===== config.mk =====
export PLATFORM = sky130hd
export DESIGN_NAME = data_bus_xfer_ctrl_flat
export DESIGN_NICKNAME = d
export VERILOG_FILES = /design/src/rtl/data_bus_xfer_ctrl_if.sv /design/src/rtl/data_bus_xfer_ctrl.sv /design/src/flat_wrapper.sv
export SDC_FILE = /design/constraint.sdc
export NUM_CORES = 1
export LEC_CHECK = 0
export ABC_AREA = 1
export BUFFER_PORTS_ARGS = -buffer_cell sky130_fd_sc_hd__buf_2
export CORE_ASPECT_RATIO = 0.75
export CORE_UTILIZATION = 45
export CTS_CLUSTER_SIZE = 12
export DETAILED_ROUTE_END_ITERATION = 7
export GPL_TIMING_DRIVEN = 0
export PLACE_DENSITY = 0.69
export SYNTH_ARGS = -nofsm -noshare
export SYNTH_HDL_FRONTEND = slang
export SYNTH_SLANG_ARGS = --single-unit

===== constraint.sdc =====
create_clock -name clk -period 2.9 [get_ports clk]
set_input_delay 0.29 -clock clk [delete_from_list [all_inputs] [get_ports clk]]
set_output_delay 0.29 -clock clk [all_outputs]
set_load 0.02 [all_outputs]

===== src/rtl/data_bus_xfer_ctrl_if.sv =====
// rtl/data_bus_xfer_ctrl_if.sv - source/destination signal bundle for data_bus_xfer_ctrl
interface data_bus_xfer_ctrl_if;
    logic       req1;
    logic       req2;
    logic [7:0] data1;
    logic [7:0] data2;
    logic       dest1;
    logic       dest2;
    logic       ready1;
    logic       ready2;
    logic [7:0] dataOut1;
    logic [7:0] dataOut2;
    logic       valid1;
    logic       valid2;
    logic       ack1;
    logic       ack2;
    logic       err;
    logic       grant;
    logic       busy;

    modport master (
        input  req1, req2, data1, data2, dest1, dest2, ready1, ready2,
        output dataOut1, dataOut2, valid1, valid2, ack1, ack2, err, grant, busy
    );

    modport slave (
        output req1, req2, data1, data2, dest1, dest2, ready1, ready2,
        input  dataOut1, dataOut2, valid1, valid2, ack1, ack2, err, grant, busy
    );
endinterface


===== src/rtl/data_bus_xfer_ctrl.sv =====
// rtl/data_bus_xfer_ctrl.sv - two-source/two-destination byte transfer controller
// Optional DATA_BUS_RR_EN: round-robin tie arbitration (default: source 1 wins ties).
module data_bus_xfer_ctrl #(
    parameter int unsigned TIMEOUT = 15
) (
    input logic                 clk,
    input logic                 reset,
    data_bus_xfer_ctrl_if.master bus
);
    typedef enum logic [1:0] {IDLE, LOAD, DELIVER, DONE} state_t;

    localparam logic [7:0] TMO = 8'(TIMEOUT);

    state_t     state_q, state_d;
    logic       owner_q, owner_d;
    logic [7:0] data_q,  data_d;
    logic       dest_q,  dest_d;
    logic [7:0] cnt_q,   cnt_d;
    logic [7:0] out1_q,  out1_d;
    logic [7:0] out2_q,  out2_d;
    logic       v1_q,    v1_d;
    logic       v2_q,    v2_d;
    logic       ack1_q,  ack1_d;
    logic       ack2_q,  ack2_d;
    logic       err_q,   err_d;
    logic       busy_q,  busy_d;
    logic       tie_winner;
    logic       sel_ready;

`ifdef DATA_BUS_RR_EN
    assign tie_winner = ~owner_q;
`else
    assign tie_winner = 1'b0;
`endif

    // Only the latched destination's ready counts; the other one is ignored.
    assign sel_ready = dest_q ? bus.ready2 : bus.ready1;

    always_comb begin
        state_d = state_q;
        owner_d = owner_q;
        data_d  = data_q;
        dest_d  = dest_q;
        cnt_d   = cnt_q;
        out1_d  = 8'h00;
        out2_d  = 8'h00;
        v1_d    = 1'b0;
        v2_d    = 1'b0;
        ack1_d  = 1'b0;
        ack2_d  = 1'b0;
        err_d   = 1'b0;
        case (state_q)
            IDLE: begin
                if (bus.req1 || bus.req2) begin
                    owner_d = (bus.req1 && bus.req2) ? tie_winner : bus.req2;
                    state_d = LOAD;
                end
            end
            LOAD: begin
                data_d  = owner_q ? bus.data2 : bus.data1;
                dest_d  = owner_q ? bus.dest2 : bus.dest1;
                cnt_d   = 8'd0;
                v1_d    = ~dest_d;
                v2_d    = dest_d;
                out1_d  = dest_d ? 8'h00 : data_d;
                out2_d  = dest_d ? data_d : 8'h00;
                state_d = DELIVER;
            end
            DELIVER: begin
                if (sel_ready) begin
                    ack1_d  = ~owner_q;
                    ack2_d  = owner_q;
                    state_d = DONE;
                end else begin
                    cnt_d = cnt_q + 8'd1;
                    if (cnt_d == TMO) begin
                        ack1_d  = ~owner_q;
                        ack2_d  = owner_q;
                        err_d   = 1'b1;
                        state_d = DONE;
                    end else begin
                        v1_d   = ~dest_q;
                        v2_d   = dest_q;
                        out1_d = dest_q ? 8'h00 : data_q;
                        out2_d = dest_q ? data_q : 8'h00;
                    end
                end
            end
            DONE: state_d = IDLE;
            default: state_d = IDLE;
        endcase
        busy_d = (state_d != IDLE);
    end

    always_ff @(posedge clk) begin
        if (reset) begin
            state_q <= IDLE;
            owner_q <= 1'b1;
            data_q  <= 8'h00;
            dest_q  <= 1'b0;
            cnt_q   <= 8'd0;
            out1_q  <= 8'h00;
            out2_q  <= 8'h00;
            v1_q    <= 1'b0;
            v2_q    <= 1'b0;
            ack1_q  <= 1'b0;
            ack2_q  <= 1'b0;
            err_q   <= 1'b0;
            busy_q  <= 1'b0;
        end else begin
            state_q <= state_d;
            owner_q <= owner_d;
            data_q  <= data_d;
            dest_q  <= dest_d;
            cnt_q   <= cnt_d;
            out1_q  <= out1_d;
            out2_q  <= out2_d;
            v1_q    <= v1_d;
            v2_q    <= v2_d;
            ack1_q  <= ack1_d;
            ack2_q  <= ack2_d;
            err_q   <= err_d;
            busy_q  <= busy_d;
        end
    end

    assign bus.dataOut1 = out1_q;
    assign bus.dataOut2 = out2_q;
    assign bus.valid1   = v1_q;
    assign bus.valid2   = v2_q;
    assign bus.ack1     = ack1_q;
    assign bus.ack2     = ack2_q;
    assign bus.err      = err_q;
    assign bus.grant    = owner_q;
    assign bus.busy     = busy_q;
endmodule


===== src/flat_wrapper.sv =====
// flat-port wrapper written by rule: the top's interface ports become plain ports
module data_bus_xfer_ctrl_flat 
#(
    parameter int unsigned TIMEOUT = 15
)
  (clk, reset, bus_req1, bus_req2, bus_data1, bus_data2, bus_dest1, bus_dest2, bus_ready1, bus_ready2, bus_dataOut1, bus_dataOut2, bus_valid1, bus_valid2, bus_ack1, bus_ack2, bus_err, bus_grant, bus_busy);
  data_bus_xfer_ctrl_if bus_i ();
  input logic clk;
  input logic reset;
  input wire logic [$bits(bus_i.req1)-1:0] bus_req1;
  input wire logic [$bits(bus_i.req2)-1:0] bus_req2;
  input wire logic [$bits(bus_i.data1)-1:0] bus_data1;
  input wire logic [$bits(bus_i.data2)-1:0] bus_data2;
  input wire logic [$bits(bus_i.dest1)-1:0] bus_dest1;
  input wire logic [$bits(bus_i.dest2)-1:0] bus_dest2;
  input wire logic [$bits(bus_i.ready1)-1:0] bus_ready1;
  input wire logic [$bits(bus_i.ready2)-1:0] bus_ready2;
  output wire logic [$bits(bus_i.dataOut1)-1:0] bus_dataOut1;
  output wire logic [$bits(bus_i.dataOut2)-1:0] bus_dataOut2;
  output wire logic [$bits(bus_i.valid1)-1:0] bus_valid1;
  output wire logic [$bits(bus_i.valid2)-1:0] bus_valid2;
  output wire logic [$bits(bus_i.ack1)-1:0] bus_ack1;
  output wire logic [$bits(bus_i.ack2)-1:0] bus_ack2;
  output wire logic [$bits(bus_i.err)-1:0] bus_err;
  output wire logic [$bits(bus_i.grant)-1:0] bus_grant;
  output wire logic [$bits(bus_i.busy)-1:0] bus_busy;
  assign bus_i.req1 = bus_req1;
  assign bus_i.req2 = bus_req2;
  assign bus_i.data1 = bus_data1;
  assign bus_i.data2 = bus_data2;
  assign bus_i.dest1 = bus_dest1;
  assign bus_i.dest2 = bus_dest2;
  assign bus_i.ready1 = bus_ready1;
  assign bus_i.ready2 = bus_ready2;
  assign bus_dataOut1 = bus_i.dataOut1;
  assign bus_dataOut2 = bus_i.dataOut2;
  assign bus_valid1 = bus_i.valid1;
  assign bus_valid2 = bus_i.valid2;
  assign bus_ack1 = bus_i.ack1;
  assign bus_ack2 = bus_i.ack2;
  assign bus_err = bus_i.err;
  assign bus_grant = bus_i.grant;
  assign bus_busy = bus_i.busy;
  data_bus_xfer_ctrl #(.TIMEOUT(TIMEOUT)) u_core (.clk(clk), .reset(reset), .bus(bus_i));
endmodule

Yosys cells after proc, flatten, opt, wreduce, memory -nomap -nowiden. Index checks and enable logic that the tools add are counted. Widths: inputs -> output; s select.

Register bits after elaboration: 42. Bits of input ports: 24. Output and inout port bits: 23. Logic and storage cells: 63.

Add/sub/neg operators: 1. Equal/unequal tests: 5. Mux-type cells: 31. Bitwise logic cells: 4. Reduce and logical (&&, ||, !) cells: 9.

Operators by type and width (count): $mux 8 (10); $pmux 8 s2 (3); $mux 1 (12); $add 8x1->8 const B (1); $eq 8x4->1 const B (1); $pmux 2 s4 (1); $mux 2 (3); $eq 2x2->1 const B (2); $not 1->1 (4); $pmux 1 s2 (2); $reduce_and 2->1 (2); $reduce_bool 2->1 (2); $reduce_or 3->1 (1); $eq 2x1->1 const B (1); $logic_not 2->1 (1); $ne 2x2->1 const B (1); $reduce_or 2->1 (1); $logic_and 1x1->1 (1); $logic_or 1x1->1 (1).

Depth between registers and ports, before layout. Gate-level depths: netlist of run 1.

Depth after elaboration: 6. Gate-level depth with buffers: 12. Mapped depth without buffers: 12.

Worst setup path after synthesis of run 1. Ideal clock, no wire load.

Path type: register -> register. Start point: register u_core.owner_q (netlist: u_core.bus.grant). End point: register u_core.v2_q (netlist: u_core.bus.valid2). Setup time: 128 ps. Data arrival time: 1411 ps. Data required time: 2772 ps. Slack: 1361 ps. Cell stages (with the launch flop): 7. Path buffers: 0. Clock period less this slack: 1539 ps. Cells stage by stage: dfxtp_1 > inv_2 > or2_2 > o21ai_2 > inv_2 > a22oi_2 > nor2_1.

Cells in the longest elaborated chain, start to end: 2.

Ends and longest elaborated chain: start: declaration (line data_bus_xfer_ctrl.sv:15) `logic owner_q, owner_d;`; start signal: assignment (line data_bus_xfer_ctrl.sv:112) `owner_q <= owner_d;`; $mux 1 (line data_bus_xfer_ctrl.sv:61) `dest_d = owner_q ? bus.dest2 : bus.dest1;`; $pmux 1 s2 (line data_bus_xfer_ctrl.sv:52) `case (state_q)`; end signal: assignment (line data_bus_xfer_ctrl.sv:119) `v2_q <= v2_d;`; end: declaration (line data_bus_xfer_ctrl.sv:22) `logic v2_q, v2_d;`.

Every way passes these cells. A chain may end at the register's enable or synchronous reset.

Worst setup path in the final report of run 1.
Start point: register u_core.state_q[0]. End point: register u_core.out2_q[7] (netlist: u_core.bus.dataOut2[7]).

Cells in the longest elaborated chain, start to end: 2. Elaborated cells between the ends (all ways): 3. Those cells by class: eq/ne (2); mux (1).

Ends and longest elaborated chain: start: declaration (line data_bus_xfer_ctrl.sv:14) `state_t state_q, state_d;`; start signal: assignment (line data_bus_xfer_ctrl.sv:111) `state_q <= state_d;`; $eq 2x2->1 or $eq 2x1->1 (tied branches) (line data_bus_xfer_ctrl.sv:52); $pmux 8 s2 * (line data_bus_xfer_ctrl.sv:52); end signal: assignment (line data_bus_xfer_ctrl.sv:117) `out2_q <= out2_d;`; end: declaration (line data_bus_xfer_ctrl.sv:20) `logic [7:0] out2_q, out2_d;`.

Mark *: on every way between the ends. The rest lies on a longest branch, timed or not.

==> impl_metrics.prom, run 1 <==
# TYPE chip_impl_metric gauge
chip_impl_metric{name="final_core_utilization",unit="%"} 57.0
chip_impl_metric{name="dr.pass1.iters",unit=""} 4
chip_impl_metric{name="post-cts-setup-buffer-count",unit=""} 0
chip_impl_metric{name="power.net_switching",unit="mW"} 0.468
chip_impl_info{name="timing.setup.critical_path_class",value="flop to flop"} 1
chip_impl_info{name="whs_endpoint",value="u_core.cnt_q[7]$_SDFFE_PP0P_"} 1
chip_impl_metric{name="chipHeight",unit="µm"} 58.9
chip_impl_metric{name="timing.setup.tns",unit="ps"} 0
chip_impl_metric{name="grt_util_all_layers",unit="%"} 22.3
chip_impl_metric{name="min_delay_path_depth",unit=""} 2
chip_impl_metric{name="reg_to_reg_setup_timing_slack",unit="ps"} 1110
chip_impl_metric{name="starting_density_of_the_core",unit="%"} 47.5
chip_impl_metric{name="power_density",unit="nW/µm²"} 597
chip_impl_metric{name="gp_weighted_congestion",unit=""} 0.836
chip_impl_metric{name="timing.clock.skew",unit="ps"} 4.35
chip_impl_metric{name="wl",unit="mm"} 4.66
chip_impl_metric{name="design.die.area",unit="µm²"} 4580
chip_impl_metric{name="vias",unit=""} 1921
chip_impl_metric{name="period_needed",unit="ps"} 1790
chip_impl_metric{name="power_frac_clock",unit="%"} 28.1
chip_impl_info{name="cts_tree",value="yes"} 1
chip_impl_info{name="min-delay-path-class",value="input pin to flop"} 1
chip_impl_info{name="regToRegStartpoint",value="u_core.state_q[0]$_SDFF_PP0_"} 1
chip_impl_metric{name="area_growth_syn_to_layout",unit="%"} 19.9
chip_impl_metric{name="intPower",unit="mW"} 0.920
chip_impl_metric{name="first_pass_grt_wire_length",unit="mm"} 7.69
chip_impl_metric{name="clk-insertion-delay-late",unit="ps"} 290
chip_impl_info{name="outcome",value="completed"} 1
chip_impl_metric{name="worst-endpoint-arrival",unit="ps"} 1990
chip_impl_metric{name="pwr-share-seq",unit="%"} 46.9
chip_impl_metric{name="maxCapViolCount",unit=""} 0
chip_impl_info{name="timing.hold.worst.start",value="reset"} 1
chip_impl_info{name="sort_of_element_at_the_end_of_the_critical_path",value="flop"} 1
chip_impl_metric{name="drcViolationCount",unit=""} 0
chip_impl_metric{name="final-hold-violation-count",unit=""} 0
chip_impl_metric{name="port_buffers",unit=""} 45
chip_impl_info{name="final_cell_mix",value="92 x nand2_1, 45 x buf_2, 42 x dfxtp_1, 32 x a21oi_1, 28 x inv_1"} 1
chip_impl_info{name="grt_setup_unrepaired",value="no"} 1
chip_impl_metric{name="fin_crit_sh",unit="%"} 61.6
chip_impl_metric{name="mappedNetlistNets",unit=""} 302
chip_impl_metric{name="timing.fmax",unit="GHz"} 0.560
chip_impl_metric{name="rows",unit=""} 20
chip_impl_metric{name="cp_max_fo",unit=""} 9
chip_impl_metric{name="cts_buffer_depth",unit=""} 2
chip_impl_metric{name="worstRegToRegCells",unit=""} 8
chip_impl_metric{name="antenna_cells_inserted",unit=""} 0
chip_impl_metric{name="clkSlewWorstSetupHoldPaths",unit="ps"} 80
chip_impl_metric{name="maximum_level_of_the_cts_h_tree",unit=""} 2
chip_impl_info{name="final_common_cell",value="nand2_1"} 1
chip_impl_metric{name="final-max-slew-violation-count",unit=""} 0
chip_impl_info{name="regToRegEndpoint",value="u_core.bus.dataOut2[7]$_SDFF_PP0_"} 1
chip_impl_metric{name="route.detailed.vias_per_inst",unit=""} 5.04
chip_impl_metric{name="power.share.switching",unit="%"} 33.7
chip_impl_metric{name="drt_iter0_markers",unit=""} 117
chip_impl_metric{name="numCtsBuffers",unit=""} 5
chip_impl_metric{name="ys_seq_elements",unit=""} 42
chip_impl_metric{name="overflow",unit=""} 0
chip_impl_metric{name="whs",unit="ps"} 225
chip_impl_metric{name="power.leakage",unit="nW"} 1.10
chip_impl_metric{name="max_slew_margin",unit="%"} 63.4
chip_impl_metric{name="tightestPinTransition",unit="ps"} 549
chip_impl_metric{name="syn_avg_cell_area",unit="µm²"} 7.10
chip_impl_metric{name="grt_pass1_vias",unit=""} 1672
chip_impl_metric{name="cts_sinks",unit=""} 42
chip_impl_metric{name="postSynthCellCount",unit=""} 273
chip_impl_metric{name="antenna_found_initial",unit=""} 0
chip_impl_metric{name="sequential_cell_area_fraction_in_the_yosys_report",unit="%"} 43.4
chip_impl_metric{name="dieWidth",unit="µm"} 77.8
chip_impl_metric{name="layout-drive-gt1-share",unit="%"} 23.3
chip_impl_metric{name="place_hpwl",unit="mm"} 3.34
chip_impl_metric{name="grt_start_max_net_pins",unit=""} 13
chip_impl_metric{name="placeableCoreArea",unit="µm²"} 4080
chip_impl_metric{name="antenna_violating_nets_post_route",unit=""} 0
chip_impl_metric{name="syn-cell-area",unit="µm²"} 1940
chip_impl_metric{name="critPathRequiredTime",unit="ps"} 3110
chip_impl_metric{name="ir_worst_vdd",unit="µV"} 367
chip_impl_metric{name="nets",unit=""} 354
chip_impl_metric{name="ctsResizeCount",unit=""} 0
chip_impl_info{name="cts-root-buf",value="clkbuf_8"} 1
chip_impl_metric{name="cts_hold_buf",unit=""} 0
chip_impl_metric{name="pin_count",unit=""} 47
chip_impl_metric{name="wl_per_cell",unit="µm"} 12.2
chip_impl_metric{name="report.final.setup_viol",unit=""} 0
chip_impl_metric{name="netlist-cell-type-count",unit=""} 26
chip_impl_metric{name="comb_power_share",unit="%"} 25.0
chip_impl_info{name="crit_path_start_kind",value="flop"} 1
chip_impl_metric{name="synthesis.yosys.warnings",unit=""} 0
cell families (layout without fill, tap and decap cells):
family / Yosys count / count (layout) / synth area share [%]
compound gates: 43 / 43 / 12.3
fa+ha+maj: 5 / 5 / 3.23
buf+inv: 42 / 95 / 9.48
flops: 42 / 42 / 43.4
simple gates: 141 / 141 / 31.7
cell type report:
class	count	area, µm²
well taps	55	68.8
inverters	34	128
clock inverters	1	5.00
multi-input cells	189	915
clock buffers	7	86.3
flip-flops and latches	42	841
plain buffers	8	56.3
repair buffers	45	225
fillers	397	1750
worst max-delay path: stages, from the launching register on:
cell and delay, ps:
dfxtp_1 350, inv_1 90, ha_1 170, inv_1 90, nor2_4 230, inv_2 60
nor2_2 380, nand3_1 140, a21oi_1 190
worst max path at each step:
stage	slack, ps	from	to	depth (start not counted)
final	1110	u_core.state_q[0]$_SDFF_PP0_	u_core.bus.dataOut2[7]$_SDFF_PP0_	8
after CTS	1130	u_core.state_q[0]$_SDFF_PP0_	u_core.bus.dataOut2[7]$_SDFF_PP0_	8
after global placement	1160	u_core.cnt_q[1]$_SDFFE_PP0P_	u_core.bus.valid2$_SDFF_PP0_	9
after floorplan	1360	u_core.bus.grant$_SDFFE_PP1P_	u_core.bus.valid2$_SDFF_PP0_	6
after detailed placement	1160	u_core.cnt_q[1]$_SDFFE_PP0P_	u_core.bus.valid2$_SDFF_PP0_	9
after global routing	940	u_core.state_q[0]$_SDFF_PP0_	u_core.bus.dataOut2[7]$_SDFF_PP0_	8
state kept, by name, indices dropped and copies added, names as in the netlist:
name and flops:
u_core.bus.dataOut1 8, u_core.bus.busy 1, u_core.bus.dataOut2 8, u_core.bus.valid2 1
u_core.bus.valid1 1, u_core.state_q 2, u_core.dest_q 1, u_core.bus.ack1 1
u_core.bus.err 1, u_core.bus.ack2 1, u_core.bus.grant 1, u_core.cnt_q 8
u_core.data_q 8
metrics by stage:
stage	setup slack, ps	instances	total power [mW]	area [µm²]
after global placement	1160	373	1.00	2230
after floorplan	1360	273	0.901	1940
after detailed placement	1160	373	1.01	2230
final	1110	381	1.39	2320
after CTS	1130	381	1.39	2320
after global routing	945	381	1.47	2320
power by group through the flow:
stage               combinational (mW)  sequential, mW  clock [mW]
detailed placement               0.341           0.665           0
global route                     0.388           0.658       0.425
global placement                 0.337           0.663           0
CTS                              0.344           0.651       0.397
finish                           0.347           0.651       0.389
floorplan                        0.219           0.682           0
layer usage:
layer  global-route usage (%)  wire [µm]  vias to the layer above
met5                        0          0                        -
met4                     11.3         99                        0
met3                     4.81        296                       10
met2                     32.7       1980                       73
met1                     31.0       2280                      871
li1                         -          -                      967
Yosys cell counts (all sizes together):
master	count	share of area, %
o211ai	1	0.39
o31ai	1	0.39
a22oi	1	0.65
buf	4	2.1
clkbuf	4	0.77
a21oi	32	8.3
inv	32	6.2
clkinv	2	0.39
nand3	26	7.5
or2	1	0.32
dfxtp	42	43
ha	5	3.2
nand4	1	0.32
o21ai	7	2.0
nand2	97	20
nor2	16	3.9
o21bai	1	0.58
(Power assumes the default switching activity.)
==> run 2: changes to the inputs <==
- ABC_AREA: 1 -> 0
- clock period: 2.9 -> 1.8 ns (I/O delays scaled with it)
==> run 2 against run 1 <==
Combinational power increased to 3.5 times the previous value. Sequential share of layout area down 0.66 points. Clock-buffer cell count fell by 2. Sequential power is 89% higher. Non-clock buffer count increased by 13. Via count fell by 18%. Core utilization increased by 6.3 points. Global-route usage decreased by 3.3 points. Synthesized area down 5.2%. First-iteration DRC count down 51%. Worst hold slack got worse by 41 ps.
==> impl_metrics.prom, run 2 <==
# TYPE chip_impl_metric gauge
chip_impl_metric{name="nets",unit=""} 273
chip_impl_metric{name="rows",unit=""} 19
chip_impl_metric{name="syn_avg_cell_area",unit="µm²"} 10.1
chip_impl_metric{name="power_density",unit="nW/µm²"} 1250
chip_impl_metric{name="starting_density_of_the_core",unit="%"} 48.6
chip_impl_metric{name="postSynthCellCount",unit=""} 182
chip_impl_info{name="regToRegEndpoint",value="u_core.bus.dataOut1[0]$_SDFF_PP0_"} 1
chip_impl_metric{name="syn-cell-area",unit="µm²"} 1840
chip_impl_metric{name="ir_worst_vdd",unit="µV"} 789
chip_impl_metric{name="worstRegToRegCells",unit=""} 8
chip_impl_metric{name="clkSlewWorstSetupHoldPaths",unit="ps"} 70
chip_impl_info{name="crit_chain",value="inv_4 > ha_4 > nor2b_4 > buf_6 > nand3_4 > a211oi_4 > clkbuf_16 > o2bb2ai_1"} 1
chip_impl_info{name="final_cell_mix",value="47 x buf_2, 37 x dfxtp_1, 16 x o2bb2ai_1, 15 x nor2_1, 11 x a21oi_1"} 1
chip_impl_metric{name="reg_to_reg_setup_timing_slack",unit="ps"} 60
chip_impl_metric{name="placeableCoreArea",unit="µm²"} 3780
chip_impl_metric{name="cts_hold_buf",unit=""} 0
chip_impl_metric{name="netlist-cell-type-count",unit=""} 42
chip_impl_metric{name="place_hpwl",unit="mm"} 2.75
chip_impl_info{name="timing.setup.critical_path_class",value="flop to flop"} 1
chip_impl_info{name="min-delay-path-class",value="input pin to flop"} 1
chip_impl_info{name="startpoint",value="u_core.state_q[0]$_SDFF_PP0_"} 1
chip_impl_metric{name="maximum_level_of_the_cts_h_tree",unit=""} 2
chip_impl_metric{name="layout-drive-gt1-share",unit="%"} 38.1
chip_impl_metric{name="grt_pass1_vias",unit=""} 1304
chip_impl_info{name="cts_tree",value="yes"} 1
chip_impl_metric{name="gp_weighted_congestion",unit=""} 0.782
chip_impl_info{name="final_common_cell",value="buf_2"} 1
chip_impl_info{name="outcome",value="completed"} 1
chip_impl_metric{name="clk-insertion-delay-late",unit="ps"} 280
chip_impl_metric{name="synth_top_cell_area_share",unit="%"} 45.7
chip_impl_metric{name="final-max-slew-violation-count",unit=""} 0
chip_impl_metric{name="timing.clock.skew",unit="ps"} 3.91
chip_impl_info{name="yosysMostFrequentCell",value="dfxtp_1"} 1
chip_impl_info{name="sort_of_element_at_the_end_of_the_critical_path",value="flop"} 1
chip_impl_metric{name="synthesis.yosys.warnings",unit=""} 0
chip_impl_info{name="worst_setup_ep",value="u_core.bus.dataOut1[0]$_SDFF_PP0_"} 1
chip_impl_metric{name="place_worst_setup_slack",unit="ps"} -107
chip_impl_metric{name="fin_crit_sh",unit="%"} 96.6
chip_impl_metric{name="ys_seq_elements",unit=""} 42
chip_impl_info{name="synth_ff_type",value="dfxtp_1"} 1
chip_impl_info{name="synth_largest_area_cell",value="dfxtp_1"} 1
chip_impl_metric{name="period_needed",unit="ps"} 1740
chip_impl_metric{name="port_buffers",unit=""} 46
chip_impl_metric{name="chipHeight",unit="µm"} 57.3
chip_impl_info{name="regToRegStartpoint",value="u_core.state_q[0]$_SDFF_PP0_"} 1
chip_impl_metric{name="final-hold-violation-count",unit=""} 0
chip_impl_metric{name="timing.setup.tns",unit="ps"} 0
chip_impl_metric{name="timing.final.ws_setup",unit="ps"} 60.6
chip_impl_metric{name="first_pass_grt_wire_length",unit="mm"} 6.11
chip_impl_info{name="synth_top_area_cells",value="dfxtp_1 46%, o2bb2ai_1 7.6%, mux2i_1 5.4%"} 1
chip_impl_metric{name="edff_count_synth",unit=""} 0
chip_impl_metric{name="overflow",unit=""} 0
chip_impl_metric{name="max_stage_delay",unit="ps"} 380
chip_impl_metric{name="wl_per_cell",unit="µm"} 14.3
chip_impl_info{name="crit_path_start_kind",value="flop"} 1
chip_impl_metric{name="route.detailed.vias_per_inst",unit=""} 5.31
chip_impl_metric{name="cp_max_fo",unit=""} 5
chip_impl_info{name="cts-root-buf",value="clkbuf_8"} 1
chip_impl_metric{name="dieWidth",unit="µm"} 75.8
chip_impl_metric{name="design.die.area",unit="µm²"} 4350
chip_impl_metric{name="sequential_cell_area_fraction_in_the_yosys_report",unit="%"} 45.7
chip_impl_info{name="post_synth_most_frequent_cells",value="42 x dfxtp_1, 16 x o2bb2ai_1, 15 x nor2_1"} 1
chip_impl_metric{name="maxCapViolCount",unit=""} 0
chip_impl_metric{name="drcViolationCount",unit=""} 0
chip_impl_metric{name="antenna_violating_nets_post_route",unit=""} 0
chip_impl_metric{name="tightestPinTransition",unit="ps"} 495
chip_impl_metric{name="max_slew_margin",unit="%"} 67.0
chip_impl_metric{name="drt_iter0_markers",unit=""} 57
chip_impl_metric{name="grt_util_all_layers",unit="%"} 18.9
chip_impl_metric{name="ys_async_sr_fraction",unit="%"} 0
chip_impl_metric{name="worst-endpoint-arrival",unit="ps"} 1950
chip_impl_metric{name="wl",unit="mm"} 4.25
chip_impl_metric{name="antenna_cells_inserted",unit=""} 0
chip_impl_metric{name="mappedNetlistNets",unit=""} 211
chip_impl_metric{name="grt_start_max_net_pins",unit=""} 13
chip_impl_metric{name="dr.pass1.iters",unit=""} 4
chip_impl_metric{name="pin_count",unit=""} 47
chip_impl_metric{name="power.leakage",unit="nW"} 1.02
chip_impl_metric{name="timing.fmax",unit="GHz"} 0.575
chip_impl_metric{name="layout.filler_cells",unit=""} 336
chip_impl_metric{name="numCtsBuffers",unit=""} 5
chip_impl_metric{name="report.final.setup_viol",unit=""} 0
chip_impl_metric{name="vias",unit=""} 1573
chip_impl_metric{name="cts_buffer_depth",unit=""} 2
chip_impl_metric{name="area_growth_syn_to_layout",unit="%"} 30.2
chip_impl_metric{name="cts_sinks",unit=""} 42
chip_impl_info{name="crit_path_top_delay_cell",value="dfxtp_4"} 1
chip_impl_metric{name="antenna_found_initial",unit=""} 0
chip_impl_metric{name="critPathRequiredTime",unit="ps"} 2010
==> run 2: changes by cell type after synthesis, moves of 10 or more <==
cell	before	now
a211oi_1	0	10
a21oi_1	32	11
nand2_1	92	10
nand3_1	23	2
mux2i_1	0	10
inv_1	28	5
o2bb2ai_1	0	16
==> run 2: layout make-up <==
cell class / instances / area [µm²] / share of cell area [%]
Clock inverter: 2 / 10.0 / 0.418
Inverter: 5 / 21.3 / 0.889
Buffer: 12 / 91.3 / 3.82
Timing Repair Buffer: 54 / 320 / 13.4
Tap cell: 52 / 65.1 / 2.72
Sequential cell: 42 / 850 / 35.5
Clock buffer: 5 / 68.8 / 2.88
Multi-Input combinational cell: 124 / 966 / 40.4
==> run 2: power by group <==
part | leakage [nW] | switching (mW) | internal [mW]
registers | 0.344 | 0.126 | 1.10
logic | 0.636 | 0.679 | 0.525
clock network | 0.0438 | 0.292 | 0.260
==> run 2: layer usage <==
layer	global-route usage [%]	routed length [µm]	vias up	share of wire, %
met5	0	0	-	0
met4	4.76	17	0	0.40
met3	5.30	245	2	5.8
met2	26.8	1800	50	42
met1	28.2	2190	731	52
li1	-	-	790	-
==> run 2: kinds of logic after synthesis <==
group / count (synthesis) / share of synthesized area, %
AND/OR/NAND/NOR: 52 / 14.8
AO/OA/AOI/OAI: 50 / 20.5
flip-flops: 42 / 45.7
buffers and inverters: 17 / 5.72
multiplexers: 14 / 7.90
adder cells (fa/ha/maj): 5 / 3.40
XOR/XNOR: 2 / 1.97
==> run 2: worst min path at each step <==
stage | startpoint | endpoint | cells after the start
5_1_grt | reset | u_core.bus.ack2$_SDFF_PP0_ | 2
3_3_place_gp | reset | u_core.bus.ack1$_SDFF_PP0_ | 2
3_5_place_dp | reset | u_core.bus.ack2$_SDFF_PP0_ | 2
2_1_floorplan | reset | u_core.bus.ack1$_SDFF_PP0_ | 1
6_report | reset | u_core.bus.ack1$_SDFF_PP0_ | 2
4_1_cts | reset | u_core.bus.ack2$_SDFF_PP0_ | 2
==> run 2: critical path: cells and delay by family, from the launching register on <==
kind / cells / cell delay, ps
buffers and inverters: 3 / 370
and+or+nand+nor: 2 / 210
AOI/OAI and AO/OA: 2 / 440
DFF: 1 / 380
adders and majority gates: 1 / 260
==> run 2: repair_timing <==
action / CTS / global route
buffers inserted: 2 / 5
gates resized for setup: 1 / 22
gates cloned: 0 / 2
pin swaps: 2 / 2
setup endpoints to repair: 18 / 22
==> run 2: through the flow <==
step / util (%) / power [mW] / instances / area [µm²] / hold slack (ps)
6_report: 63.3 / 2.98 / 296 / 2390 / 184
5_1_grt: 63.3 / 3.17 / 296 / 2390 / 179
4_1_cts: 59.5 / 2.79 / 289 / 2250 / 150
3_5_place_dp: 56.4 / 2.23 / 280 / 2130 / 452
3_3_place_gp: 56.4 / 2.22 / 280 / 2130 / 447
2_1_floorplan: - / 1.97 / 182 / 1840 / 254
==> run 3: changes to the inputs <==
- ABC_AREA: 0 -> 1
==> run 3 against run 2 <==
Critical path depth shrank 2. Sequential share of layout area up 0.53 points. Non-clock buffer count fell by 13. First-iteration DRC count up 93%. Core utilization is 6.0 points lower. Global-route usage grew 3.3 points. Clock power grew 14%. Combinational power shrank 53%. Clock-buffer cell count increased by 2.
==> impl_metrics.prom, run 3 (synthesized netlist as in run 1, its figures left out) <==
# TYPE chip_impl_metric gauge
chip_impl_info{name="outcome",value="completed"} 1
chip_impl_info{name="timing.setup.critical_path_class",value="flop to flop"} 1
chip_impl_metric{name="cp_max_fo",unit=""} 10
chip_impl_metric{name="power_frac_clock",unit="%"} 28.1
chip_impl_info{name="cts-root-buf",value="clkbuf_8"} 1
chip_impl_metric{name="report.final.setup_viol",unit=""} 0
chip_impl_info{name="crit_chain",value="inv_2 > or2_2 > o21ai_2 > inv_2 > a22oi_2 > nor2_1"} 1
chip_impl_metric{name="finalPower",unit="mW"} 2.24
chip_impl_info{name="top_layer",value="met4"} 1
chip_impl_metric{name="dieWidth",unit="µm"} 77.8
chip_impl_metric{name="power.leakage",unit="nW"} 1.10
chip_impl_metric{name="power_density",unit="nW/µm²"} 959
chip_impl_metric{name="min_delay_path_depth",unit=""} 2
chip_impl_metric{name="layout-drive-gt1-share",unit="%"} 24.2
chip_impl_metric{name="worstPathBufferInverterCount",unit=""} 2
chip_impl_info{name="sort_of_element_at_the_end_of_the_critical_path",value="flop"} 1
chip_impl_metric{name="critPathRequiredTime",unit="ps"} 1970
chip_impl_metric{name="met3RoutedLength",unit="µm"} 276
chip_impl_metric{name="clk-insertion-delay-late",unit="ps"} 290
chip_impl_metric{name="antenna_cells_inserted",unit=""} 0
chip_impl_metric{name="grt_pass1_vias",unit=""} 1672
chip_impl_metric{name="routedLengthMet1",unit="mm"} 2.31
chip_impl_metric{name="period_needed",unit="ps"} 1680
chip_impl_metric{name="cts_sinks",unit=""} 42
chip_impl_metric{name="power.net_switching",unit="mW"} 0.759
chip_impl_info{name="crit_path_start_kind",value="flop"} 1
chip_impl_metric{name="maximum_level_of_the_cts_h_tree",unit=""} 2
chip_impl_metric{name="antenna_found_initial",unit=""} 0
chip_impl_metric{name="maxCapViolCount",unit=""} 0
chip_impl_metric{name="place_hpwl",unit="mm"} 3.34
chip_impl_metric{name="cts_buffer_depth",unit=""} 2
chip_impl_metric{name="cts_hold_buf",unit=""} 0
chip_impl_metric{name="wl",unit="mm"} 4.70
chip_impl_metric{name="rows",unit=""} 20
chip_impl_metric{name="timing.setup.tns",unit="ps"} 0
chip_impl_metric{name="numCtsBuffers",unit=""} 5
chip_impl_info{name="final_common_cell",value="nand2_1"} 1
chip_impl_metric{name="ir_worst_vdd",unit="µV"} 598
chip_impl_metric{name="dr.pass1.iters",unit=""} 4
chip_impl_metric{name="design.die.area",unit="µm²"} 4580
chip_impl_info{name="cts_tree",value="yes"} 1
chip_impl_metric{name="antenna_violating_nets_post_route",unit=""} 0
chip_impl_metric{name="ctsResizeCount",unit=""} 0
chip_impl_metric{name="worst-endpoint-arrival",unit="ps"} 1840
chip_impl_metric{name="port_buffers",unit=""} 45
chip_impl_info{name="grt_setup_unrepaired",value="yes"} 1
chip_impl_metric{name="power.share.switching",unit="%"} 33.9
chip_impl_metric{name="max_slew_margin",unit="%"} 64.0
chip_impl_info{name="crit_path_top_delay_cell",value="dfxtp_1"} 1
chip_impl_metric{name="max_stage_delay",unit="ps"} 420
chip_impl_metric{name="chipHeight",unit="µm"} 58.9
chip_impl_metric{name="intPower",unit="mW"} 1.48
chip_impl_info{name="timing.critical_path.max_delay_family",value="compound AO/OA/AOI/OAI gates"} 1
chip_impl_metric{name="dpl_cell_area",unit="µm²"} 2230
chip_impl_metric{name="vias",unit=""} 1886
chip_impl_info{name="final_cell_mix",value="92 x nand2_1, 45 x buf_2, 41 x dfxtp_1, 32 x a21oi_1, 28 x inv_1"} 1
chip_impl_metric{name="drt_iter0_markers",unit=""} 110
chip_impl_metric{name="wl_per_cell",unit="µm"} 12.3
chip_impl_metric{name="final-max-slew-violation-count",unit=""} 0
chip_impl_metric{name="comb_power_share",unit="%"} 25.1
chip_impl_metric{name="met2_length",unit="mm"} 2.02
chip_impl_metric{name="drcViolationCount",unit=""} 0
chip_impl_metric{name="timing.clock.skew",unit="ps"} 3.81
chip_impl_metric{name="fin_crit_sh",unit="%"} 93.1
chip_impl_metric{name="post-cts-setup-buffer-count",unit=""} 0
chip_impl_metric{name="route.detailed.vias_per_inst",unit=""} 4.95
chip_impl_metric{name="worstRegToRegCells",unit=""} 6
chip_impl_metric{name="path_depth",unit=""} 6
chip_impl_metric{name="grt_util_all_layers",unit="%"} 22.3
chip_impl_metric{name="clkSlewWorstSetupHoldPaths",unit="ps"} 80
chip_impl_metric{name="pwr-share-seq",unit="%"} 46.8
chip_impl_metric{name="layout.cell_area.non_filler",unit="µm²"} 2340
chip_impl_info{name="critical-path-top-cell-by-count",value="inv_2"} 1
chip_impl_metric{name="gp_weighted_congestion",unit=""} 0.836
chip_impl_metric{name="starting_density_of_the_core",unit="%"} 47.5
chip_impl_metric{name="placeableCoreArea",unit="µm²"} 4080
chip_impl_metric{name="area_growth_syn_to_layout",unit="%"} 20.5
chip_impl_metric{name="nets",unit=""} 354
chip_impl_metric{name="first_pass_grt_wire_length",unit="mm"} 7.69
chip_impl_metric{name="timing.fmax",unit="GHz"} 0.597
chip_impl_info{name="min-delay-path-class",value="input pin to flop"} 1
chip_impl_metric{name="pin_count",unit=""} 47
chip_impl_metric{name="tightestPinTransition",unit="ps"} 540
chip_impl_metric{name="final-hold-violation-count",unit=""} 0
chip_impl_metric{name="grt_start_max_net_pins",unit=""} 13
chip_impl_metric{name="overflow",unit=""} 0
## run 3: cell count changes in the layout (fill, tap and decap cells not counted), moves of 10 or more
| cell | before | now |
|---|---|---|
| nand2_1 | 10 | 92 |
| inv_1 | 3 | 28 |
| nand3_1 | 1 | 23 |
| a21oi_1 | 11 | 32 |
| o2bb2ai_1 | 16 | 0 |
| a211oi_1 | 10 | 0 |
## run 3: stage by stage
| stage | hold slack, ps | util (%) | std cells | setup WS (ps) |
|---|---|---|---|---|
| 2_1_floorplan | 360 | - | 273 | 261 |
| 3_3_place_gp | 423 | 54.8 | 373 | 57.4 |
| 5_1_grt | 128 | 57.3 | 381 | -14.8 |
| 3_5_place_dp | 420 | 54.8 | 373 | 61.6 |
| 4_1_cts | 118 | 57.0 | 381 | 30.8 |
| 6_report | 121 | 57.3 | 381 | 125 |
## run 3: final timing paths
check	startpoint	to	slack (ps)
max reg2reg	u_core.bus.grant$_SDFFE_PP1P_	u_core.bus.valid2$_SDFF_PP0_	120
min	reset	u_core.cnt_q[7]$_SDFFE_PP0P_	120
min reg2reg	u_core.data_q[0]$_SDFFE_PP0P_	u_core.data_q[0]$_SDFFE_PP0P_	490
max	u_core.bus.grant$_SDFFE_PP1P_	u_core.bus.valid2$_SDFF_PP0_	120
## run 3: cell type report
cell class	instances	area (µm²)
flip-flops and latches	42	842
repair buffers	45	225
clock buffers	7	86.3
inverters	34	128
well taps	55	68.8
multi-input cells	189	925
fillers	396	1740
clock inverters	1	5.00
plain buffers	8	56.3
## run 3: layer usage
metal | global-route usage (%) | up-vias
li1 | - | 969
met2 | 32.7 | 61
met1 | 31.0 | 848
met3 | 4.81 | 8
met4 | 11.3 | 0
met5 | 0 | -
## run 3: worst reg2reg max path: cells and delay by family (launching register included)
family	cells	cell delay, ps
compound gates	2	430
flops	1	420
simple gates	2	360
buf+inv	2	350
## run 3: power groups by stage
stage | clock [mW] | combinational (mW) | sequential [mW]
6_report | 0.629 | 0.563 | 1.05
5_1_grt | 0.685 | 0.628 | 1.06
4_1_cts | 0.640 | 0.555 | 1.05
3_5_place_dp | 0 | 0.550 | 1.07
3_3_place_gp | 0 | 0.543 | 1.07
2_1_floorplan | 0 | 0.352 | 1.10
